<file path="src/rtl/ps2_key_pkg.sv">
// ps2_key_pkg: shared scan-code constants, FSM states, LUT entry and sequence helpers
package ps2_key_pkg;
  localparam logic [7:0] SC_BREAK = 8'hF0, SC_EXT = 8'hE0, SC_LSHIFT = 8'h12;
  localparam logic [7:0] HK_ENTER = 8'd128, HK_BKSP = 8'd129, HK_LEFT = 8'd130, HK_UP = 8'd131;
  localparam logic [7:0] HK_RIGHT = 8'd132, HK_DOWN = 8'd133, HK_HOME = 8'd134, HK_END = 8'd135;
  localparam logic [7:0] HK_PGUP = 8'd136, HK_PGDN = 8'd137, HK_INS = 8'd138, HK_DEL = 8'd139;
  localparam logic [7:0] HK_ESC = 8'd140, HK_F1 = 8'd141, HK_F2 = 8'd142, HK_F3 = 8'd143;
  localparam logic [7:0] HK_F4 = 8'd144, HK_F5 = 8'd145, HK_F6 = 8'd146, HK_F7 = 8'd147;
  localparam logic [7:0] HK_F8 = 8'd148, HK_F9 = 8'd149, HK_F10 = 8'd150, HK_F11 = 8'd151;
  localparam logic [7:0] HK_F12 = 8'd152;
  typedef enum logic [1:0] {IDLE, SEND, GAP} state_t;
  typedef struct packed {
    logic [7:0] code;
    logic       shift;
    logic       ext;
    logic       valid;
  } lut_entry_t;
  function automatic lut_entry_t mk(input logic [7:0] c, input logic s, input logic x);
    return '{code: c, shift: s, ext: x, valid: 1'b1};
  endfunction
  function automatic logic [2:0] seq_len(input lut_entry_t e);
    return e.ext ? 3'd5 : e.shift ? 3'd6 : 3'd3;
  endfunction
  // plain: C F0 C / shift: 12 C F0 C F0 12 / ext: E0 C E0 F0 C
  function automatic logic [7:0] seq_byte(input lut_entry_t e, input logic [2:0] i);
    return e.ext   ? ((i == 3'd1 || i == 3'd4) ? e.code : (i == 3'd3) ? SC_BREAK : SC_EXT) :
           e.shift ? ((i == 3'd0 || i == 3'd5) ? SC_LSHIFT : (i == 3'd1 || i == 3'd3) ? e.code : SC_BREAK) :
                     ((i == 3'd1) ? SC_BREAK : e.code);
  endfunction
endpackage

</file>
<file path="src/rtl/ps2_key_encoder_if.sv">
// ps2_key_encoder_if: character-in / scan-byte-out handshake bundle
interface ps2_key_encoder_if;
  logic [7:0] char_in;
  logic       char_valid;
  logic       char_ready;
  logic [7:0] scan_code;
  logic       scan_valid;
  logic       scan_ready;
  logic       busy;
  logic       unmapped;
  modport slave (input char_in, char_valid, scan_ready, output char_ready, scan_code, scan_valid, busy, unmapped);
  modport master (output char_in, char_valid, scan_ready, input char_ready, scan_code, scan_valid, busy, unmapped);
endinterface

</file>
<file path="src/rtl/ps2_key_lut.sv">
// ps2_key_lut: combinational character code to Set-2 make code lookup
module ps2_key_lut
  import ps2_key_pkg::*;
(
  input  logic [7:0] i_char,
  output lut_entry_t o_entry
);
  logic       w_up;
  logic [7:0] w_ch;
  // uppercase folds onto its lowercase key with shift set
  assign w_up = i_char inside {[8'd65:8'd90]};
  assign w_ch = w_up ? i_char + 8'd32 : i_char;
  always_comb begin
    o_entry = '0;
    case (w_ch)
      "a": o_entry = mk(8'h1C, w_up, 1'b0);  "b": o_entry = mk(8'h32, w_up, 1'b0);
      "c": o_entry = mk(8'h21, w_up, 1'b0);  "d": o_entry = mk(8'h23, w_up, 1'b0);
      "e": o_entry = mk(8'h24, w_up, 1'b0);  "f": o_entry = mk(8'h2B, w_up, 1'b0);
      "g": o_entry = mk(8'h34, w_up, 1'b0);  "h": o_entry = mk(8'h33, w_up, 1'b0);
      "i": o_entry = mk(8'h43, w_up, 1'b0);  "j": o_entry = mk(8'h3B, w_up, 1'b0);
      "k": o_entry = mk(8'h42, w_up, 1'b0);  "l": o_entry = mk(8'h4B, w_up, 1'b0);
      "m": o_entry = mk(8'h3A, w_up, 1'b0);  "n": o_entry = mk(8'h31, w_up, 1'b0);
      "o": o_entry = mk(8'h44, w_up, 1'b0);  "p": o_entry = mk(8'h4D, w_up, 1'b0);
      "q": o_entry = mk(8'h15, w_up, 1'b0);  "r": o_entry = mk(8'h2D, w_up, 1'b0);
      "s": o_entry = mk(8'h1B, w_up, 1'b0);  "t": o_entry = mk(8'h2C, w_up, 1'b0);
      "u": o_entry = mk(8'h3C, w_up, 1'b0);  "v": o_entry = mk(8'h2A, w_up, 1'b0);
      "w": o_entry = mk(8'h1D, w_up, 1'b0);  "x": o_entry = mk(8'h22, w_up, 1'b0);
      "y": o_entry = mk(8'h35, w_up, 1'b0);  "z": o_entry = mk(8'h1A, w_up, 1'b0);
      "0": o_entry = mk(8'h45, 1'b0, 1'b0);  ")": o_entry = mk(8'h45, 1'b1, 1'b0);
      "1": o_entry = mk(8'h16, 1'b0, 1'b0);  "!": o_entry = mk(8'h16, 1'b1, 1'b0);
      "2": o_entry = mk(8'h1E, 1'b0, 1'b0);  "@": o_entry = mk(8'h1E, 1'b1, 1'b0);
      "3": o_entry = mk(8'h26, 1'b0, 1'b0);  "#": o_entry = mk(8'h26, 1'b1, 1'b0);
      "4": o_entry = mk(8'h25, 1'b0, 1'b0);  "$": o_entry = mk(8'h25, 1'b1, 1'b0);
      "5": o_entry = mk(8'h2E, 1'b0, 1'b0);  "%": o_entry = mk(8'h2E, 1'b1, 1'b0);
      "6": o_entry = mk(8'h36, 1'b0, 1'b0);  "^": o_entry = mk(8'h36, 1'b1, 1'b0);
      "7": o_entry = mk(8'h3D, 1'b0, 1'b0);  "&": o_entry = mk(8'h3D, 1'b1, 1'b0);
      "8": o_entry = mk(8'h3E, 1'b0, 1'b0);  "*": o_entry = mk(8'h3E, 1'b1, 1'b0);
      "9": o_entry = mk(8'h46, 1'b0, 1'b0);  "(": o_entry = mk(8'h46, 1'b1, 1'b0);
      8'h60: o_entry = mk(8'h0E, 1'b0, 1'b0); 8'h7E: o_entry = mk(8'h0E, 1'b1, 1'b0);
      "-": o_entry = mk(8'h4E, 1'b0, 1'b0);  "_": o_entry = mk(8'h4E, 1'b1, 1'b0);
      "=": o_entry = mk(8'h55, 1'b0, 1'b0);  "+": o_entry = mk(8'h55, 1'b1, 1'b0);
      "[": o_entry = mk(8'h54, 1'b0, 1'b0);  "{": o_entry = mk(8'h54, 1'b1, 1'b0);
      "]": o_entry = mk(8'h5B, 1'b0, 1'b0);  "}": o_entry = mk(8'h5B, 1'b1, 1'b0);
      8'h5C: o_entry = mk(8'h5D, 1'b0, 1'b0); "|": o_entry = mk(8'h5D, 1'b1, 1'b0);
      ";": o_entry = mk(8'h4C, 1'b0, 1'b0);  ":": o_entry = mk(8'h4C, 1'b1, 1'b0);
      8'h27: o_entry = mk(8'h52, 1'b0, 1'b0); 8'h22: o_entry = mk(8'h52, 1'b1, 1'b0);
      ",": o_entry = mk(8'h41, 1'b0, 1'b0);  "<": o_entry = mk(8'h41, 1'b1, 1'b0);
      ".": o_entry = mk(8'h49, 1'b0, 1'b0);  ">": o_entry = mk(8'h49, 1'b1, 1'b0);
      "/": o_entry = mk(8'h4A, 1'b0, 1'b0);  "?": o_entry = mk(8'h4A, 1'b1, 1'b0);
      " ": o_entry = mk(8'h29, 1'b0, 1'b0);  8'd9: o_entry = mk(8'h0D, 1'b0, 1'b0);
      HK_ENTER: o_entry = mk(8'h5A, 1'b0, 1'b0); HK_BKSP: o_entry = mk(8'h66, 1'b0, 1'b0);
      HK_ESC:   o_entry = mk(8'h76, 1'b0, 1'b0);
      HK_LEFT:  o_entry = mk(8'h6B, 1'b0, 1'b1); HK_UP:    o_entry = mk(8'h75, 1'b0, 1'b1);
      HK_RIGHT: o_entry = mk(8'h74, 1'b0, 1'b1); HK_DOWN:  o_entry = mk(8'h72, 1'b0, 1'b1);
      HK_HOME:  o_entry = mk(8'h6C, 1'b0, 1'b1); HK_END:   o_entry = mk(8'h69, 1'b0, 1'b1);
      HK_PGUP:  o_entry = mk(8'h7D, 1'b0, 1'b1); HK_PGDN:  o_entry = mk(8'h7A, 1'b0, 1'b1);
      HK_INS:   o_entry = mk(8'h70, 1'b0, 1'b1); HK_DEL:   o_entry = mk(8'h71, 1'b0, 1'b1);
      HK_F1:  o_entry = mk(8'h05, 1'b0, 1'b0); HK_F2:  o_entry = mk(8'h06, 1'b0, 1'b0);
      HK_F3:  o_entry = mk(8'h04, 1'b0, 1'b0); HK_F4:  o_entry = mk(8'h0C, 1'b0, 1'b0);
      HK_F5:  o_entry = mk(8'h03, 1'b0, 1'b0); HK_F6:  o_entry = mk(8'h0B, 1'b0, 1'b0);
      HK_F7:  o_entry = mk(8'h83, 1'b0, 1'b0); HK_F8:  o_entry = mk(8'h0A, 1'b0, 1'b0);
      HK_F9:  o_entry = mk(8'h01, 1'b0, 1'b0); HK_F10: o_entry = mk(8'h09, 1'b0, 1'b0);
      HK_F11: o_entry = mk(8'h78, 1'b0, 1'b0); HK_F12: o_entry = mk(8'h07, 1'b0, 1'b0);
      default: o_entry = '0;
    endcase
  end
endmodule

</file>
<file path="src/rtl/ps2_key_encoder.sv">
// ps2_key_encoder: character code to PS/2 Set-2 make/break byte stream.
// Define PS2_KEY_GAP_EN to insert GAP_CYCLES idle clocks after every byte.
module ps2_key_encoder
  import ps2_key_pkg::*;
(
  input  logic              clk,
  input  logic              rst_n,
  ps2_key_encoder_if.slave  bus
);
`ifdef PS2_KEY_GAP_EN
  parameter int GAP_CYCLES = 16;
  localparam int GW = $clog2(GAP_CYCLES + 1);
  logic [GW-1:0] r_gap;
`endif
  state_t     r_state;
  lut_entry_t w_lut, r_entry;
  logic [2:0] r_idx;
  logic [7:0] r_scan_code;
  logic       r_scan_valid, r_char_ready, r_busy, r_unmapped;
  logic       w_accept, w_fire;
  ps2_key_lut u_lut (.i_char(bus.char_in), .o_entry(w_lut));
  assign w_accept = bus.char_valid & r_char_ready;
  assign w_fire   = r_scan_valid & bus.scan_ready;
  always_ff @(posedge clk or negedge rst_n) begin
    if (!rst_n) begin
      r_state      <= IDLE;
      r_entry      <= '0;
      r_idx        <= '0;
      r_scan_code  <= '0;
      r_scan_valid <= 1'b0;
      r_char_ready <= 1'b1;
      r_busy       <= 1'b0;
      r_unmapped   <= 1'b0;
`ifdef PS2_KEY_GAP_EN
      r_gap        <= '0;
`endif
    end else begin
      r_unmapped <= 1'b0;
      case (r_state)
        IDLE: if (w_accept) begin
          r_unmapped <= ~w_lut.valid;
          if (w_lut.valid) begin
            r_state      <= SEND;
            r_entry      <= w_lut;
            r_idx        <= '0;
            r_scan_code  <= seq_byte(w_lut, 3'd0);
            r_scan_valid <= 1'b1;
            r_char_ready <= 1'b0;
            r_busy       <= 1'b1;
          end
        end
`ifdef PS2_KEY_GAP_EN
        SEND: if (w_fire) begin
          r_state      <= GAP;
          r_scan_valid <= 1'b0;
          r_gap        <= '0;
          r_idx        <= r_idx + 3'd1;
        end
        // r_idx already points past the byte just sent; reaching seq_len means done
        GAP: if (r_gap == GW'(GAP_CYCLES - 1)) begin
          if (r_idx == seq_len(r_entry)) begin
            r_state      <= IDLE;
            r_idx        <= '0;
            r_char_ready <= 1'b1;
            r_busy       <= 1'b0;
          end else begin
            r_state      <= SEND;
            r_scan_code  <= seq_byte(r_entry, r_idx);
            r_scan_valid <= 1'b1;
          end
        end else r_gap <= r_gap + 1'b1;
`else
        SEND: if (w_fire) begin
          if (r_idx == seq_len(r_entry) - 3'd1) begin
            r_state      <= IDLE;
            r_idx        <= '0;
            r_scan_valid <= 1'b0;
            r_char_ready <= 1'b1;
            r_busy       <= 1'b0;
          end else begin
            r_idx       <= r_idx + 3'd1;
            r_scan_code <= seq_byte(r_entry, r_idx + 3'd1);
          end
        end
`endif
        default: r_state <= IDLE;
      endcase
    end
  end
  assign bus.char_ready = r_char_ready;
  assign bus.scan_code  = r_scan_code;
  assign bus.scan_valid = r_scan_valid;
  assign bus.busy       = r_busy;
  assign bus.unmapped   = r_unmapped;
endmodule

</file>
<file path="src/flat_wrapper.sv">
// flat-port wrapper written by rule: the top's interface ports become plain ports
module ps2_key_encoder_flat import ps2_key_pkg::*;
  (clk, rst_n, bus_char_in, bus_char_valid, bus_scan_ready, bus_char_ready, bus_scan_code, bus_scan_valid, bus_busy, bus_unmapped);
  ps2_key_encoder_if bus_i ();
  input  logic clk;
  input  logic rst_n;
  input wire logic [$bits(bus_i.char_in)-1:0] bus_char_in;
  input wire logic [$bits(bus_i.char_valid)-1:0] bus_char_valid;
  input wire logic [$bits(bus_i.scan_ready)-1:0] bus_scan_ready;
  output wire logic [$bits(bus_i.char_ready)-1:0] bus_char_ready;
  output wire logic [$bits(bus_i.scan_code)-1:0] bus_scan_code;
  output wire logic [$bits(bus_i.scan_valid)-1:0] bus_scan_valid;
  output wire logic [$bits(bus_i.busy)-1:0] bus_busy;
  output wire logic [$bits(bus_i.unmapped)-1:0] bus_unmapped;
  assign bus_i.char_in = bus_char_in;
  assign bus_i.char_valid = bus_char_valid;
  assign bus_i.scan_ready = bus_scan_ready;
  assign bus_char_ready = bus_i.char_ready;
  assign bus_scan_code = bus_i.scan_code;
  assign bus_scan_valid = bus_i.scan_valid;
  assign bus_busy = bus_i.busy;
  assign bus_unmapped = bus_i.unmapped;
  ps2_key_encoder u_core (.clk(clk), .rst_n(rst_n), .bus(bus_i));
endmodule
</file>
<file path="config.mk">
export PLATFORM = sky130hd
export DESIGN_NAME = ps2_key_encoder_flat
export DESIGN_NICKNAME = d
export VERILOG_FILES = /design/src/rtl/ps2_key_pkg.sv /design/src/rtl/ps2_key_encoder_if.sv /design/src/rtl/ps2_key_lut.sv /design/src/rtl/ps2_key_encoder.sv /design/src/flat_wrapper.sv
export SDC_FILE = /design/constraint.sdc
export NUM_CORES = 1
export LEC_CHECK = 0
export BUFFER_PORTS_ARGS = -buffer_cell sky130_fd_sc_hd__buf_4
export CAP_MARGIN = 30
export CORE_ASPECT_RATIO = 1.75
export CORE_UTILIZATION = 65
export DETAILED_ROUTE_END_ITERATION = 10
export PLACE_DENSITY = 0.85
export SLEW_MARGIN = 25
export SYNTH_ARGS = -nofsm -noshare
export SYNTH_HDL_FRONTEND = slang
export SYNTH_SLANG_ARGS = --single-unit
export TNS_END_PERCENT = 1
</file>
<file path="constraint.sdc">
create_clock -name clk -period 3.7 [get_ports clk]
set_clock_uncertainty 0.15 [all_clocks]
set_input_delay 0.74 -clock clk [delete_from_list [all_inputs] [get_ports clk]]
set_output_delay 0.74 -clock clk [all_outputs]
set_load 0.02 [all_outputs]
</file>
==> results of run 1 <==
kinds of logic after synthesis:
family	count (synthesis)	synth area share [%]
and+or+nand+nor	224	33.16
AOI/OAI and AO/OA	167	34.83
buffers and inverters	52	7.150
DFF	24	17.11
muxes	15	5.052
adders and majority gates	5	1.708
xor gates and xnor gates	4	0.9960
per-stage QoR:
step / setup TNS, ns / std cells / setup WS (ns)
after detailed placement: -1.974 / 612 / -0.1733
after global placement: -0.1003 / 612 / -0.05388
after CTS: 0 / 616 / 0.1001
after floorplan: 0 / 491 / 0.2760
cells in the mapped netlist (7+ instances only):
library cell	count	area share, %
mux2_2	9	2.9
nor3_1	20	2.8
a211oi_1	8	1.7
a21oi_1	27	3.8
nand2b_1	10	1.8
o211ai_1	7	1.5
nand2_1	52	5.5
nand4_1	8	1.4
nor2_1	53	5.7
nand3_1	25	3.6
clkbuf_1	20	2.1
buf_2	11	1.6
nor2b_1	13	2.3
a22oi_1	11	2.3
dfrtp_1	23	16
a21o_1	7	1.5
o21ai_0	32	4.6
inv_1	9	0.96
o221ai_1	8	2.0
routing by layer:
metal | GRT overflow | global-route usage [%]
met5 | 0 | 0
met4 | 9 | 67.92
met3 | 0 | 30.04
met2 | 12 | 84.26
met1 | 0 | 55.77
==> results.sh, run 1 <==
export IMPL_status="aborted with a tool error"
export IMPL_stop_stage="global routing (5_1_grt)"
export IMPL_error_line="[ERROR GRT-0116] Global routing finished with congestion. Check the congestion regions in the DRC Viewer."
export IMPL_place_hpwl_um=11310
export IMPL_ys_flop_type="dfrtp_1"
export IMPL_cts_sinks=24
export IMPL_synth_edff_count=0
export IMPL_yosys_warnings=0
export IMPL_io_pins=24
export IMPL_clockRootBuffer="clkbuf_8"
export IMPL_syn_inst=491
export IMPL_synth_distinct_cells=82
export IMPL_synthArstFlopShare_pct=100.0
export IMPL_rows=35
export IMPL_io_buffer_count=23
export IMPL_die_h_um=99.31
export IMPL_syn_area_per_cell_sq_um=7.163
export IMPL_gp_congestion=1.411
export IMPL_grt_max_degree=27
export IMPL_start_util_pct=66.93
export IMPL_dpl_instance_area_sq_um=4212
export IMPL_yosysSeqAreaShare_pct=17.11
export IMPL_ctsLongestPathBuffers=2
export IMPL_die_x_um=57.61
export IMPL_cts_setup_buffers=0
export IMPL_grt_pass1_vias=4871
export IMPL_htree_levels=1
export IMPL_grt_usage_pct=59.14
export IMPL_syn_num_nets=507
export IMPL_cts_resized=0
export IMPL_ctsHoldBuffers=0
export IMPL_cts_buffers=3
export IMPL_synth_area_sq_um=3517
export IMPL_grt_overflow_total=21
export IMPL_grt_pass1_wl_um=25820
export IMPL_ys_ff_latch=24
==> inputs of run 2 (changes only) <==
CORE_ASPECT_RATIO = default   (was 1.75)
CORE_UTILIZATION = 40   (was 65)
PLACE_DENSITY = default   (was 0.85)
PLACE_DENSITY_LB_ADDON = 0.15   (was default)
==> run 2 against run 1 <==
The flow now finishes without violations. Synthesized cell count did not move. Synthesized area did not move.
==> results.sh, run 2 <==
export IMPL_synth_area_sq_um=3517
export IMPL_combPwrFrac_pct=46.8
export IMPL_ctsLongestPathBuffers=2
export IMPL_cp_end_kind="register"
export IMPL_vias=4643
export IMPL_io_buffer_count=23
export IMPL_leakagePower_uw=0.002037
export IMPL_hold_path_class="in -> async"
export IMPL_fill_cells=803
export IMPL_yosys_warnings=0
export IMPL_final_layout_size_suffix_gt1_share_pct=32.12
export IMPL_routedWlPerCell_um=22.20
export IMPL_grt_antenna_before_repair=0
export IMPL_cts_setup_buffers=0
export IMPL_detail_route_antenna_nets=0
export IMPL_pwr_share_seq_pct=32.0
export IMPL_grt_pass1_wl_um=23770
export IMPL_io_pins=24
export IMPL_tritoncts="built"
export IMPL_required_ns=3.70
export IMPL_die_area_sq_um=9172
export IMPL_gp_congestion=1.045
export IMPL_largest_reg_flops=10
export IMPL_setup_tns_ns=0
export IMPL_core_sq_um=8382
export IMPL_timing_fmax_ghz=0.2786
export IMPL_start_util_pct=41.96
export IMPL_syn_num_nets=507
export IMPL_largest_register="u_core.r_entry"
export IMPL_hold_viol=0
export IMPL_status="finished, final reports clean"
export IMPL_ys_ff_latch=24
export IMPL_power_density_nw_per_um2=174.7
export IMPL_switchingPower_uw=303.8
export IMPL_cts_sinks=24
export IMPL_pwr_share_clk_pct=21.2
export IMPL_grt_max_degree=26
export IMPL_synthTopCellsByArea="dfrtp_1, nor2_1, nand2_1"
export IMPL_clk_pin_slew_ns=0.08
export IMPL_yosysMostFrequentCell="nor2_1"
export IMPL_n_antenna_cell=0
export IMPL_place_hpwl_um=12530
export IMPL_r2r_setup_slack_ns=0.83
export IMPL_max_vdd_ir_drop_v=0.0001287
export IMPL_cts_buffers=3
export IMPL_critPathArrivalTime_ns=3.59
export IMPL_start_kind="input port"
export IMPL_crit_path_max_fanout=15
export IMPL_final_cell_mix="buf_4, nor2_1, nand2_1, o21ai_0, a21oi_1"
export IMPL_htree_levels=1
export IMPL_finalSetupViolCount=0
export IMPL_insertion_delay_ns=0.26
export IMPL_post_place_ws_ns=-0.2709
export IMPL_clockRootBuffer="clkbuf_8"
export IMPL_rsz0062_at_grt="no"
export IMPL_ys_flop_type="dfrtp_1"
export IMPL_grt_usage_pct=34.76
export IMPL_fin_ws_ns=0.1108
export IMPL_synth_top_area_cell="dfrtp_1"
export IMPL_slew_violations=0
export IMPL_synthArstFlopShare_pct=100.0
export IMPL_swShare_pct=37.07
export IMPL_syn_area_per_cell_sq_um=7.163
export IMPL_synth_edff_count=0
export IMPL_grt_pass1_vias=4320
export IMPL_cap_violations=0
export IMPL_detail_route_vias_per_cell=6.549
export IMPL_final_nets=621
export IMPL_syn_to_final_growth_pct=33.33
export IMPL_drtIter0Drc=732
export IMPL_p_int_uw=515.6
export IMPL_r2r_cells=9
export IMPL_critPathKind="in -> reg"
export IMPL_layout_commonest_cell="buf_4"
export IMPL_drt_first_pass_iters=7
export IMPL_die_h_um=95.77
export IMPL_worst_pin_slew_ns=0.6748
export IMPL_wirelength_um=15740
export IMPL_remaining_drc_errors=0
export IMPL_synth_top_area_share_pct=16.36
export IMPL_syn_inst=491
export IMPL_rows=33
export IMPL_yosysSeqAreaShare_pct=17.11
export IMPL_ctsHoldBuffers=0
export IMPL_slew_headroom_pct=54.44
export IMPL_period_needed_ns=3.589
export IMPL_grt_overflow_total=0
export IMPL_synthTopCellsByCount="nor2_1, nand2_1, o21ai_0, a21oi_1, nand3_1"
export IMPL_synth_distinct_cells=82
export IMPL_die_x_um=95.77
export IMPL_fin_crit_sh_pct=97.01
## run 2: cell counts after synthesis
No cell type changed its count.
## run 2: repair_timing
action	CTS	global route
gates resized for setup	1	5
gates cloned	0	0
setup endpoints to repair	1	13
## run 2: logic make-up (layout without fill, tap and decap cells)
group                    count (synthesis)  after routing  share of synthesized area (%)
AND/OR/NAND/NOR                        224            224                          33.16
buffers and inverters                   52            165                          7.150
multiplexers                            15             15                          5.052
flip-flops                              24             24                          17.11
adder cells (fa/ha/maj)                  5              5                          1.708
AO/OA/AOI/OAI                          167            167                          34.83
XOR/XNOR                                 4              4                         0.9960
## run 2: final cells by class
cell class	count	area [sq um]	area share [%]
flip-flops and latches	24	601.8	12.83
clock buffers	4	55.05	1.174
multi-input cells	415	2689	57.34
repair buffers	152	1179	25.13
inverters	9	33.78	0.7204
well taps	105	131.4	2.801
## run 2: worst paths after layout
path	from	to
worst max-delay path	bus_char_in[3]	u_core.r_entry[4]$_DFFE_PN0P_
worst min-delay path	rst_n	u_core.r_idx[2]$_DFFE_PN0P_
worst max register to register	u_core.r_idx[0]$_DFFE_PN0P_	u_core.bus.scan_code[5]$_DFFE_PN0P_
worst min register to register	u_core.r_entry[3]$_DFFE_PN0P_	u_core.r_entry[3]$_DFFE_PN0P_
max in group asynchronous	rst_n	u_core.bus.char_ready$_DFFE_PN1P_
min in group clk	u_core.r_entry[3]$_DFFE_PN0P_	u_core.r_entry[3]$_DFFE_PN0P_
## run 2: layer usage
| layer | global-route usage, % | vias up | wire length (um) |
|---|---|---|---|
| met5 | 0 | - | 0 |
| met4 | 11.32 | 0 | 641 |
| met3 | 10.27 | 58 | 2024 |
| met2 | 51.01 | 333 | 6435 |
| met1 | 48.41 | 2157 | 6637 |
| li1 | - | 2095 | - |
## run 2: power by group through the flow
stage	clock network, uW	registers (uW)	logic [uW]
after CTS	177	262	366
after global placement	0	267	366
after detailed placement	0	267	364
final	174	262	384
after global routing	189	262	402
after floorplan	0	267	182
## run 2: through the flow
stage / instances / power [uW] / hold slack, ns / utilization, % / instance area, sq um
6_report: 709 / 819.4 / 0.2091 / 55.95 / 4690
5_1_grt: 709 / 853.2 / 0.2233 / 55.95 / 4690
4_1_cts: 709 / 805.1 / 0.2174 / 55.67 / 4666
3_5_place_dp: 705 / 631.1 / 0.3439 / 54.99 / 4609
3_3_place_gp: 705 / 632.9 / 0.3216 / 54.99 / 4609
2_1_floorplan: 491 / 449.5 / 0.2944 / - / 3517
## run 2: critical path, cell delays in order
cell	delay, ns
buf_4	0.09
buf_4	0.11
buf_4	0.22
nand2b_1	0.15
o221ai_1	0.28
buf_4	0.20
buf_4	0.17
nor2_1	0.05
o2111ai_1	0.14
o221ai_1	0.30
nor4b_2	0.37
a31o_4	0.22
buf_4	0.18
mux2_2	0.34
(Power assumes the default switching activity.)
==> inputs of run 3 (changes only) <==
ABC_AREA = 1   (was default)
CORE_UTILIZATION = 42   (was 40)
==> run 3 against run 2 <==
Non-clock buffer count is 115 lower. Total power is 63% higher. Worst hold slack worse by 0.011 ns. Critical path depth is 6 higher. Largest power group unchanged. Wire length is 20% lower. Fmax is 11% higher. Register-to-register slack better by 0.52 ns. Global-route usage is 2.6 points lower. Sequential share of layout area is 3.6 points higher. Critical path type unchanged.
==> results.sh, run 3 <==
export IMPL_status="finished, final reports clean"
export IMPL_layout_commonest_cell="nand2_1"
export IMPL_remaining_drc_errors=0
export IMPL_die_x_um=90.53
export IMPL_syn_to_final_growth_pct=11.33
export IMPL_synthArstFlopShare_pct=100.0
export IMPL_hold_viol=0
export IMPL_cts_buffers=3
export IMPL_setup_tns_ns=0
export IMPL_grt_usage_pct=32.18
export IMPL_yosys_warnings=0
export IMPL_largest_register="u_core.r_entry"
export IMPL_synth_top_family_by_area="simple AND/OR/NAND/NOR gates"
export IMPL_critPathArrivalTime_ns=3.31
export IMPL_combPwrFrac_pct=53.9
export IMPL_required_ns=3.77
export IMPL_timing_fmax_ghz=0.3090
export IMPL_fill_cells=768
export IMPL_max_vdd_ir_drop_v=0.0002244
export IMPL_cp_top_family="simple AND/OR/NAND/NOR gates"
export IMPL_die_area_sq_um=8196
export IMPL_routedWlPerCell_um=17.54
export IMPL_tritoncts="built"
export IMPL_synth_top_area_share_pct=21.55
export IMPL_synthTopCellsByArea="nand2_1, dfrtp_1, nor2_1"
export IMPL_wirelength_um=12560
export IMPL_top_usage_layer="met1"
export IMPL_final_layout_size_suffix_gt1_share_pct=14.42
export IMPL_hold_path_class="in -> async"
export IMPL_vias=4147
export IMPL_fin_ws_ns=0.4641
export IMPL_synthXorXnorAreaFrac_pct=0
export IMPL_r2r_end="u_core.bus.scan_code[1]$_DFFE_PN0P_"
export IMPL_leakagePower_uw=0.002159
export IMPL_worstPathCellList="buf_4, nor2_1, nand3_2, nand4_4, nand2_8, inv_2, nand2_4, nor2_2, nand2_1, nand2_1, inv_1, nand2_1, nor2_1, nand2_1, nor2_2, nand3_2, nand2_2, nor2_4, nand2_1, nand2_1"
export IMPL_synth_edff_count=0
export IMPL_n_antenna_cell=0
export IMPL_worst_pin_slew_ns=0.6268
export IMPL_grt_use_met1_pct=48.01
export IMPL_rr_startpoint="u_core.r_idx[1]$_DFFE_PN0P_"
export IMPL_cp_end_kind="register"
export IMPL_detail_route_antenna_nets=0
export IMPL_fin_crit_sh_pct=87.46
export IMPL_cts_sinks=24
export IMPL_grt_antenna_before_repair=0
export IMPL_period_needed_ns=3.236
export IMPL_grt_max_degree=26
export IMPL_ctsHoldBuffers=0
export IMPL_rows=31
export IMPL_drt_first_pass_iters=6
export IMPL_htree_levels=1
export IMPL_ys_flop_type="dfrtp_1"
export IMPL_grt_overflow_total=0
export IMPL_critPathKind="in -> reg"
export IMPL_p_int_uw=695.7
export IMPL_core_sq_um=7408
export IMPL_detail_route_vias_per_cell=5.792
export IMPL_cap_violations=0
export IMPL_pwr_share_clk_pct=13.8
export IMPL_synth_top_area_cell="nand2_1"
export IMPL_final_nets=634
export IMPL_final_cell_mix="nand2_1, nor2_1, inv_1, nand3_1, buf_4"
export IMPL_yosysMostFrequentCell="nand2_1"
export IMPL_insertion_delay_ns=0.27
export IMPL_rsz0062_at_grt="no"
export IMPL_gp_congestion=1.009
export IMPL_slew_violations=0
export IMPL_synth_adder_area_share_pct=1.520
export IMPL_syn_area_per_cell_sq_um=5.598
export IMPL_r2r_setup_slack_ns=1.35
export IMPL_ctsLongestPathBuffers=2
export IMPL_synth_distinct_cells=40
export IMPL_clk_pin_slew_ns=0.09
export IMPL_synth_area_sq_um=3292
export IMPL_drtIter0Drc=542
export IMPL_cts_setup_buffers=0
export IMPL_cts_resized=0
export IMPL_synthMuxAreaShare_pct=0
export IMPL_crit_path_max_fanout=10
export IMPL_cp_buffers_inverters=3
export IMPL_start_kind="input port"
export IMPL_io_pins=24
export IMPL_grt_pass1_vias=3977
export IMPL_syn_inst=588
export IMPL_r2r_cells=14
export IMPL_grt_pass1_wl_um=20630
export IMPL_start_util_pct=44.44
export IMPL_pwr_share_seq_pct=32.3
export IMPL_synth_simple_area_share_pct=56.37
export IMPL_syn_num_nets=604
export IMPL_crit_top_cell="nand2_1"
export IMPL_synthTopCellsByCount="nand2_1, nor2_1, inv_1, nand3_1, o21ai_0"
export IMPL_place_hpwl_um=10100
export IMPL_yosysSeqAreaShare_pct=18.28
export IMPL_switchingPower_uw=643.4
export IMPL_die_h_um=90.53
export IMPL_slew_headroom_pct=58.06
export IMPL_gr_usage_met2_pct=45.01
export IMPL_swShare_pct=48.05
export IMPL_finalSetupViolCount=0
export IMPL_ys_ff_latch=24
export IMPL_clockRootBuffer="clkbuf_8"
export IMPL_slowest_stage="nor2_2"
export IMPL_post_place_ws_ns=0.2502
export IMPL_io_buffer_count=23
export IMPL_power_density_nw_per_um2=365.4
export IMPL_synth_compound_area_share_pct=12.01
export IMPL_slowest_delay_ns=0.44
export IMPL_largest_reg_flops=10
export IMPL_use_met3_pct=5.219
## run 3: cells by family (layout without fill, tap and decap cells)
kind of cell	count (synthesis)	after routing
AOI/OAI and AO/OA	66	66
buffers and inverters	90	119
adders and majority gates	4	4
and+or+nand+nor	404	404
DFF	24	24
## run 3: layer usage
| metal | up-vias | part of all wire [%] | wire length [um] |
|---|---|---|---|
| met2 | 287 | 40 | 4963 |
| li1 | 1959 | - | - |
| met4 | 0 | 4.3 | 534 |
| met3 | 47 | 11 | 1432 |
| met5 | - | 0 | 0 |
| met1 | 1854 | 45 | 5631 |
## run 3: worst max path at each step
stage	start	endpoint	slack [ns]	depth (start not counted)
floorplan	bus_char_in[0]	u_core.bus.scan_code[5]$_DFFE_PN0P_	0.87	18
global placement	bus_char_in[2]	u_core.bus.scan_code[0]$_DFFE_PN0P_	0.26	20
detailed placement	bus_char_in[2]	u_core.bus.scan_code[2]$_DFFE_PN0P_	0.25	20
CTS	bus_char_in[2]	u_core.bus.scan_code[2]$_DFFE_PN0P_	0.53	20
global route	bus_char_in[2]	u_core.bus.scan_code[4]$_DFFE_PN0P_	0.12	20
finish	bus_char_in[2]	u_core.bus.scan_code[2]$_DFFE_PN0P_	0.46	20
## run 3: area by class of cell
type,count,area [sq um],share of cell area (%)
Timing Repair Buffer,37,290.3,7.921
Clock buffer,4,55.05,1.502
Tap cell,99,123.9,3.380
Inverter,78,292.8,7.989
Multi-Input combinational cell,474,2301,62.79
Sequential cell,24,601.8,16.42
## run 3: power by group through the flow
stage	Sequential, uW	Combinational [uW]	Clock [uW]
floorplan	465	457	0
global placement	433	705	0
detailed placement	435	709	0
CTS	430	712	191
global route	445	810	198
finish	433	721	185
## run 3: metrics by stage
step                std cells  instance area (sq um)  total power (uW)  hold WS, ns  util, %
floorplan                 588                   3292             921.7       0.2922        -
global route              716                   3665              1453       0.2195    49.47
CTS                       716                   3665              1333       0.2096    49.47
global placement          712                   3610              1138       0.3168    48.72
finish                    716                   3665              1339       0.1978    49.47
detailed placement        712                   3610              1144       0.3126    48.72
